<file path="src/rtl/uart_pkg.sv">
// Shared UART definitions used by the receiver and the transmitter.
//   uart_state_t  : frame FSM states, common to both directions
//   UART_NB_TICKS : default oversampling ticks per bit period
package uart_pkg;

    localparam int UART_NB_TICKS = 16;

    typedef enum logic [1:0] {
        IDLE  = 2'd0,
        START = 2'd1,
        DATA  = 2'd2,
        STOP  = 2'd3
    } uart_state_t;

endpackage

</file>
<file path="src/rtl/sync_2ff.sv">
// Two-flop synchronizer for a single asynchronous bit.
// Ports:
//   i_clk   : destination clock
//   i_reset : synchronous active-high reset, both flops load RESET_VAL
//   i_d     : asynchronous input
//   o_q     : synchronized output, two i_clk cycles of latency
module sync_2ff #(
    parameter logic RESET_VAL = 1'b0
) (
    input  logic i_clk,
    input  logic i_reset,
    input  logic i_d,
    output logic o_q
);

    logic meta;

    always_ff @(posedge i_clk) begin
        if (i_reset) begin
            meta <= RESET_VAL;
            o_q  <= RESET_VAL;
        end else begin
            meta <= i_d;
            o_q  <= meta;
        end
    end

endmodule

</file>
<file path="src/rtl/uart_rx.sv">
// Oversampling UART receiver, 1 start bit, NB_DATA data bits LSB first, 1 stop bit.
// Ports:
//   i_clk         : system clock
//   i_reset       : synchronous active-high reset
//   i_tick        : oversampling strobe, NB_TICKS per bit period
//   i_rx_data     : asynchronous serial line, idle high
//   o_data        : last correctly framed word
//   o_valid       : one-cycle pulse when o_data is updated
//   o_frame_error : one-cycle pulse when the stop bit samples low
//
// state | meaning
// IDLE  | waiting for the line to go low (and, after a break, to return high first)
// START | counting to mid start bit to confirm it is not a glitch
// DATA  | sampling each data bit at its middle
// STOP  | sampling the stop bit at its middle, then report
module uart_rx
    import uart_pkg::*;
#(
    parameter int NB_DATA  = 8,
    parameter int NB_TICKS = UART_NB_TICKS
) (
    input  logic               i_clk,
    input  logic               i_reset,
    input  logic               i_tick,
    input  logic               i_rx_data,
    output logic [NB_DATA-1:0] o_data,
    output logic               o_valid,
    output logic               o_frame_error
);

    localparam int TW = $clog2(NB_TICKS);
    localparam int BW = $clog2(NB_DATA + 1);

    localparam logic [TW-1:0] TICK_MID  = TW'(NB_TICKS / 2 - 1);
    localparam logic [TW-1:0] TICK_LAST = TW'(NB_TICKS - 1);
    localparam logic [BW-1:0] BIT_LAST  = BW'(NB_DATA - 1);

    logic               rx;
    uart_state_t        state;
    uart_state_t        state_nxt;
    logic [TW-1:0]      tick_cnt;
    logic [BW-1:0]      bit_cnt;
    logic [NB_DATA-1:0] shreg;
    // Set by a frame error; blocks start detection until the line has gone
    // high again, so a held-low line reports a single error.
    logic               brk;

    logic start_seen;
    logic start_check;
    logic bit_sample;
    logic stop_sample;

    sync_2ff #(
        .RESET_VAL(1'b1)
    ) u_sync (
        .i_clk   (i_clk),
        .i_reset (i_reset),
        .i_d     (i_rx_data),
        .o_q     (rx)
    );

    always_ff @(posedge i_clk) begin
        if (i_reset) begin
            state <= IDLE;
        end else begin
            state <= state_nxt;
        end
    end

    always_comb begin
        state_nxt = state;
        case (state)
            IDLE:    if (start_seen) state_nxt = START;
            START:   if (start_check) state_nxt = rx ? IDLE : DATA;
            DATA:    if (bit_sample && (bit_cnt == BIT_LAST)) state_nxt = STOP;
            STOP:    if (stop_sample) state_nxt = IDLE;
            default: state_nxt = IDLE;
        endcase
    end

    always_comb begin
        start_seen  = 1'b0;
        start_check = 1'b0;
        bit_sample  = 1'b0;
        stop_sample = 1'b0;
        case (state)
            IDLE:    start_seen  = !rx && !brk;
            START:   start_check = i_tick && (tick_cnt == TICK_MID);
            DATA:    bit_sample  = i_tick && (tick_cnt == TICK_LAST);
            STOP:    stop_sample = i_tick && (tick_cnt == TICK_LAST);
            default: ;
        endcase
    end

    always_ff @(posedge i_clk) begin
        if (i_reset) begin
            tick_cnt      <= '0;
            bit_cnt       <= '0;
            shreg         <= '0;
            brk           <= 1'b0;
            o_data        <= '0;
            o_valid       <= 1'b0;
            o_frame_error <= 1'b0;
        end else begin
            o_valid       <= 1'b0;
            o_frame_error <= 1'b0;
            case (state)
                IDLE: begin
                    if (brk && rx) brk <= 1'b0;
                    if (start_seen) tick_cnt <= '0;
                end
                START: begin
                    if (start_check) begin
                        tick_cnt <= '0;
                        bit_cnt  <= '0;
                    end else if (i_tick) begin
                        tick_cnt <= tick_cnt + TW'(1);
                    end
                end
                DATA: begin
                    if (bit_sample) begin
                        shreg    <= {rx, shreg[NB_DATA-1:1]};
                        tick_cnt <= '0;
                        bit_cnt  <= bit_cnt + BW'(1);
                    end else if (i_tick) begin
                        tick_cnt <= tick_cnt + TW'(1);
                    end
                end
                STOP: begin
                    if (stop_sample) begin
                        tick_cnt <= '0;
                        if (rx) begin
                            o_data  <= shreg;
                            o_valid <= 1'b1;
                        end else begin
                            o_frame_error <= 1'b1;
                            brk           <= 1'b1;
                        end
                    end else if (i_tick) begin
                        tick_cnt <= tick_cnt + TW'(1);
                    end
                end
                default: ;
            endcase
        end
    end

endmodule

</file>
<file path="config.mk">
export PLATFORM = sky130hd
export DESIGN_NAME = uart_rx
export DESIGN_NICKNAME = d
export VERILOG_FILES = /design/src/rtl/uart_pkg.sv /design/src/rtl/sync_2ff.sv /design/src/rtl/uart_rx.sv
export SDC_FILE = /design/constraint.sdc
export NUM_CORES = 1
export LEC_CHECK = 0
export CAP_MARGIN = 30
export CORE_UTILIZATION = 35
export DETAILED_ROUTE_END_ITERATION = 16
export GPL_ROUTABILITY_DRIVEN = 0
export SETUP_SLACK_MARGIN = 0.05
export SYNTH_ARGS = -nofsm -noshare
export SYNTH_HDL_FRONTEND = slang
export SYNTH_HIERARCHICAL = 1
export SYNTH_SLANG_ARGS = --single-unit
</file>
<file path="constraint.sdc">
create_clock -name i_clk -period 3.6 [get_ports i_clk]
set_input_delay 1.08 -clock i_clk [delete_from_list [all_inputs] [get_ports i_clk]]
set_output_delay 1.08 -clock i_clk [all_outputs]
set_load 0.005 [all_outputs]
</file>
==> impl_metrics.csv <==
group,metric,value,unit
die,num_io_pins,14,
sta,worst_slack,1.156,ns
power,pwr-share-clk,48.8,%
die,start_util,38.13,%
drt,wirelength,2418,µm
clocking,path_clk_slew,0.06,ns
synthesis,synth_top_area_share,46.93,%
synthesis,ys.flop_type,"dfxtp_1",
clocking,cts_buffers,5,
drt,vias_per_cell,4.979,
hold_path,min_to,"u_sync/o_q",
sta,slew_headroom,62.65,%
status,status,"completed",
drt,drt_first_pass_iters,4,
clocking,htreeDepth,2,
drt,ant_nets,0,
grt,track_usage,14.12,%
grt,grt_first_pass_wirelength,4291,µm
drt,drcViolationCount,0,
synthesis,synth_area_per_cell,9.870,µm²
die,coreArea,3468,µm²
worst_setup_path,rrSetupSlack,2.00,ns
cells_and_area,mostFrequentLayoutCells,"dfxtp_1, nor2_1, mux2i_1",
grt,overflow,0,
cells_and_area,register_area,620.6,µm²
clocking,cts_root_buf,"clkbuf_8",
power,p_switching,0.1421,mW
power,powerDensity,452.0,nW/µm²
worst_setup_path,crit_fanout,9,
placed_design,place_hpwl,1597,µm
sta,rsz0062_at_grt,"no",
sta,min_period,2.444,ns
sta,skew,0.002462,ns
die,die_y,63.47,µm
synthesis,synth_area,1323,µm²
placed_design,dp.cells,186,
synthesis,synthArstFlopShare,0,%
synthesis,synth_largest_area_cell,"dfxtp_1",
drt,detail_route.wl_per_cell,12.46,µm
synthesis,ys_seq_area_share,46.93,%
power,totalPowerFinal,0.7194,mW
cells_and_area,n_fill_cell,364,
cells_and_area,multi_input_area,650.6,µm²
worst_setup_path,criticalPathCategory,"input port to register",
cells_and_area,fin_util,45.89,%
worst_setup_path,r2r_end,"shreg[3]",
power,swShare,19.76,%
clocking,cts_max_path_buffers,2,
grt,grt_max_degree,19,
cells_and_area,drive_gt1_share,12.16,%
die,die_w,63.47,µm
placed_design,post-place-ws,0.8664,ns
hold_path,min_from,"u_sync/meta",
synthesis,synthCells,134,
flow_run,cap_violations,0,
hold_path,hold_depth,1,
sta,min_period_over_period,67.88,%
sta,slew_violations,0,
power,pwr-share-seq,48.4,%
clocking,postCtsSetupRepairBufs,0,
sta,setup_viol,0,
die,die-area,4028,µm²
cells_and_area,final_cells,194,
power,peakVddDrop,0.2534,mV
worst_setup_path,end_kind,"register",
sta,fmax,409.2,MHz
sta,worst_slew_pin_slew,0.5585,ns
synthesis,syn_nets,140,
die,rows,21,
placed_design,port_buffers,13,
cells_and_area,final_cell_area,1592,µm²
worst_setup_path,start_kind,"input port",
drt,via_count,966,
synthesis,synth_area_leaders,"dfxtp_1, mux2i_1, nor2_1",
clocking,clock_sinks,31,
synthesis,synth_edf_count,0,
clocking,hold_buffers,0,
sta,fin_setup_tns,0,ns
grt,grt_pass1_vias,950,
clocking,cts_tree,"yes",
cells_and_area,diodes,0,
synthesis,ys_seq_elements,31,
worst_setup_path,cp.required,3.81,ns
worst_setup_path,rr_startpoint,"tick_cnt[0]",
worst_setup_path,r2r_cells,6,
power,intPower,0.5772,mW
clocking,clk_latency,0.28,ns
cells_and_area,nets,153,
clocking,ctsResizeCount,0,
power,power_frac_comb,2.8,%
synthesis,synth.distinct_cells,35,
cells_and_area,layout_commonest_cell,"dfxtp_1",
sta,hold_ws,0.4112,ns
cells_and_area,area_growth,20.34,%
placed_design,dpl-instance-area,1474,µm²
hold_path,hp-class,"register to register",
sta,hold_viol,0,
worst_setup_path,crit_arrival,2.65,ns
power,p_leak,0.5247,nW
synthesis,ys.warnings.count,6,
drt,drtIter0Drc,47,
grt,antenna_found_initial,0,
==> synth_stat cells (2+ instances only) <==
library cell	number
mux2i_1	18
or2_1	3
nand2_1	6
nand4_1	2
ha_1	2
nor3_1	4
xnor2_1	2
nor2_1	24
dfxtp_1	31
nand3b_1	2
buf_2	2
nor3b_1	2
nor4_1	2
nand3_1	4
buf_4	2
clkbuf_1	4
a21oi_1	6
==> power groups by stage <==
| stage | Combinational [mW] | Sequential, mW | Clock, mW |
|---|---|---|---|
| global route | 0.0223 | 0.348 | 0.381 |
| global placement | 0.0196 | 0.356 | 0 |
| floorplan | 0.0161 | 0.353 | 0 |
| detailed placement | 0.0200 | 0.356 | 0 |
| finish | 0.0203 | 0.348 | 0.351 |
| CTS | 0.0204 | 0.348 | 0.364 |
==> cells by family (layout without fill, tap and decap cells) <==
kind of cell | Yosys count | count (layout) | synth area share (%)
adders and majority gates | 2 | 2 | 1.892
muxes | 18 | 18 | 13.62
AOI/OAI and AO/OA | 13 | 13 | 6.717
and+or+nand+nor | 58 | 58 | 24.41
buffers and inverters | 9 | 23 | 3.878
DFF | 31 | 31 | 46.93
xor gates and xnor gates | 3 | 3 | 2.555
==> critical path, cell delays in order <==
cell             delay (ns)
clkdlybuf4s50_1        0.59
nand3_1                0.29
o22a_2                 0.20
or3b_1                 0.34
a31oi_1                0.15
==> worst max-delay path by stage <==
| stage | start | to | slack (ns) | cells past startpoint |
|---|---|---|---|---|
| after floorplan | i_tick | tick_cnt[3] | 1.50 | 5 |
| after global placement | i_tick | shreg[4] | 0.91 | 6 |
| after detailed placement | i_tick | shreg[7] | 0.87 | 6 |
| after CTS | i_tick | bit_cnt[0] | 1.16 | 6 |
| after global routing | i_tick | tick_cnt[3] | 1.00 | 5 |
| final | i_tick | tick_cnt[3] | 1.16 | 5 |
==> routing by layer <==
layer | vias to the layer above | track usage (%) | wire length (µm)
met5 | - | 0 | 0
met3 | 8 | 4.891 | 102
li1 | 488 | - | -
met2 | 17 | 21.28 | 1098
met1 | 453 | 17.02 | 1155
met4 | 0 | 8.807 | 61
==> state kept, by name (all words and copies together) (netlist names), named ones only <==
| register | cells |
|---|---|
| o_data | 8 |
| o_valid | 1 |
| bit_cnt | 4 |
| brk | 1 |
| o_frame_error | 1 |
| shreg | 8 |
| state | 1 |
| tick_cnt | 4 |
| u_sync/meta | 1 |
| u_sync/o_q | 1 |
==> final cells by class <==
type / instances / area share [%]
clock inverters: 2 / 2.201
well taps: 46 / 3.616
clock buffers: 6 / 5.189
flip-flops and latches: 31 / 38.99
repair buffers: 15 / 9.119
multi-input cells: 94 / 40.88
Note: power is estimated with default switching activity, not from simulation.
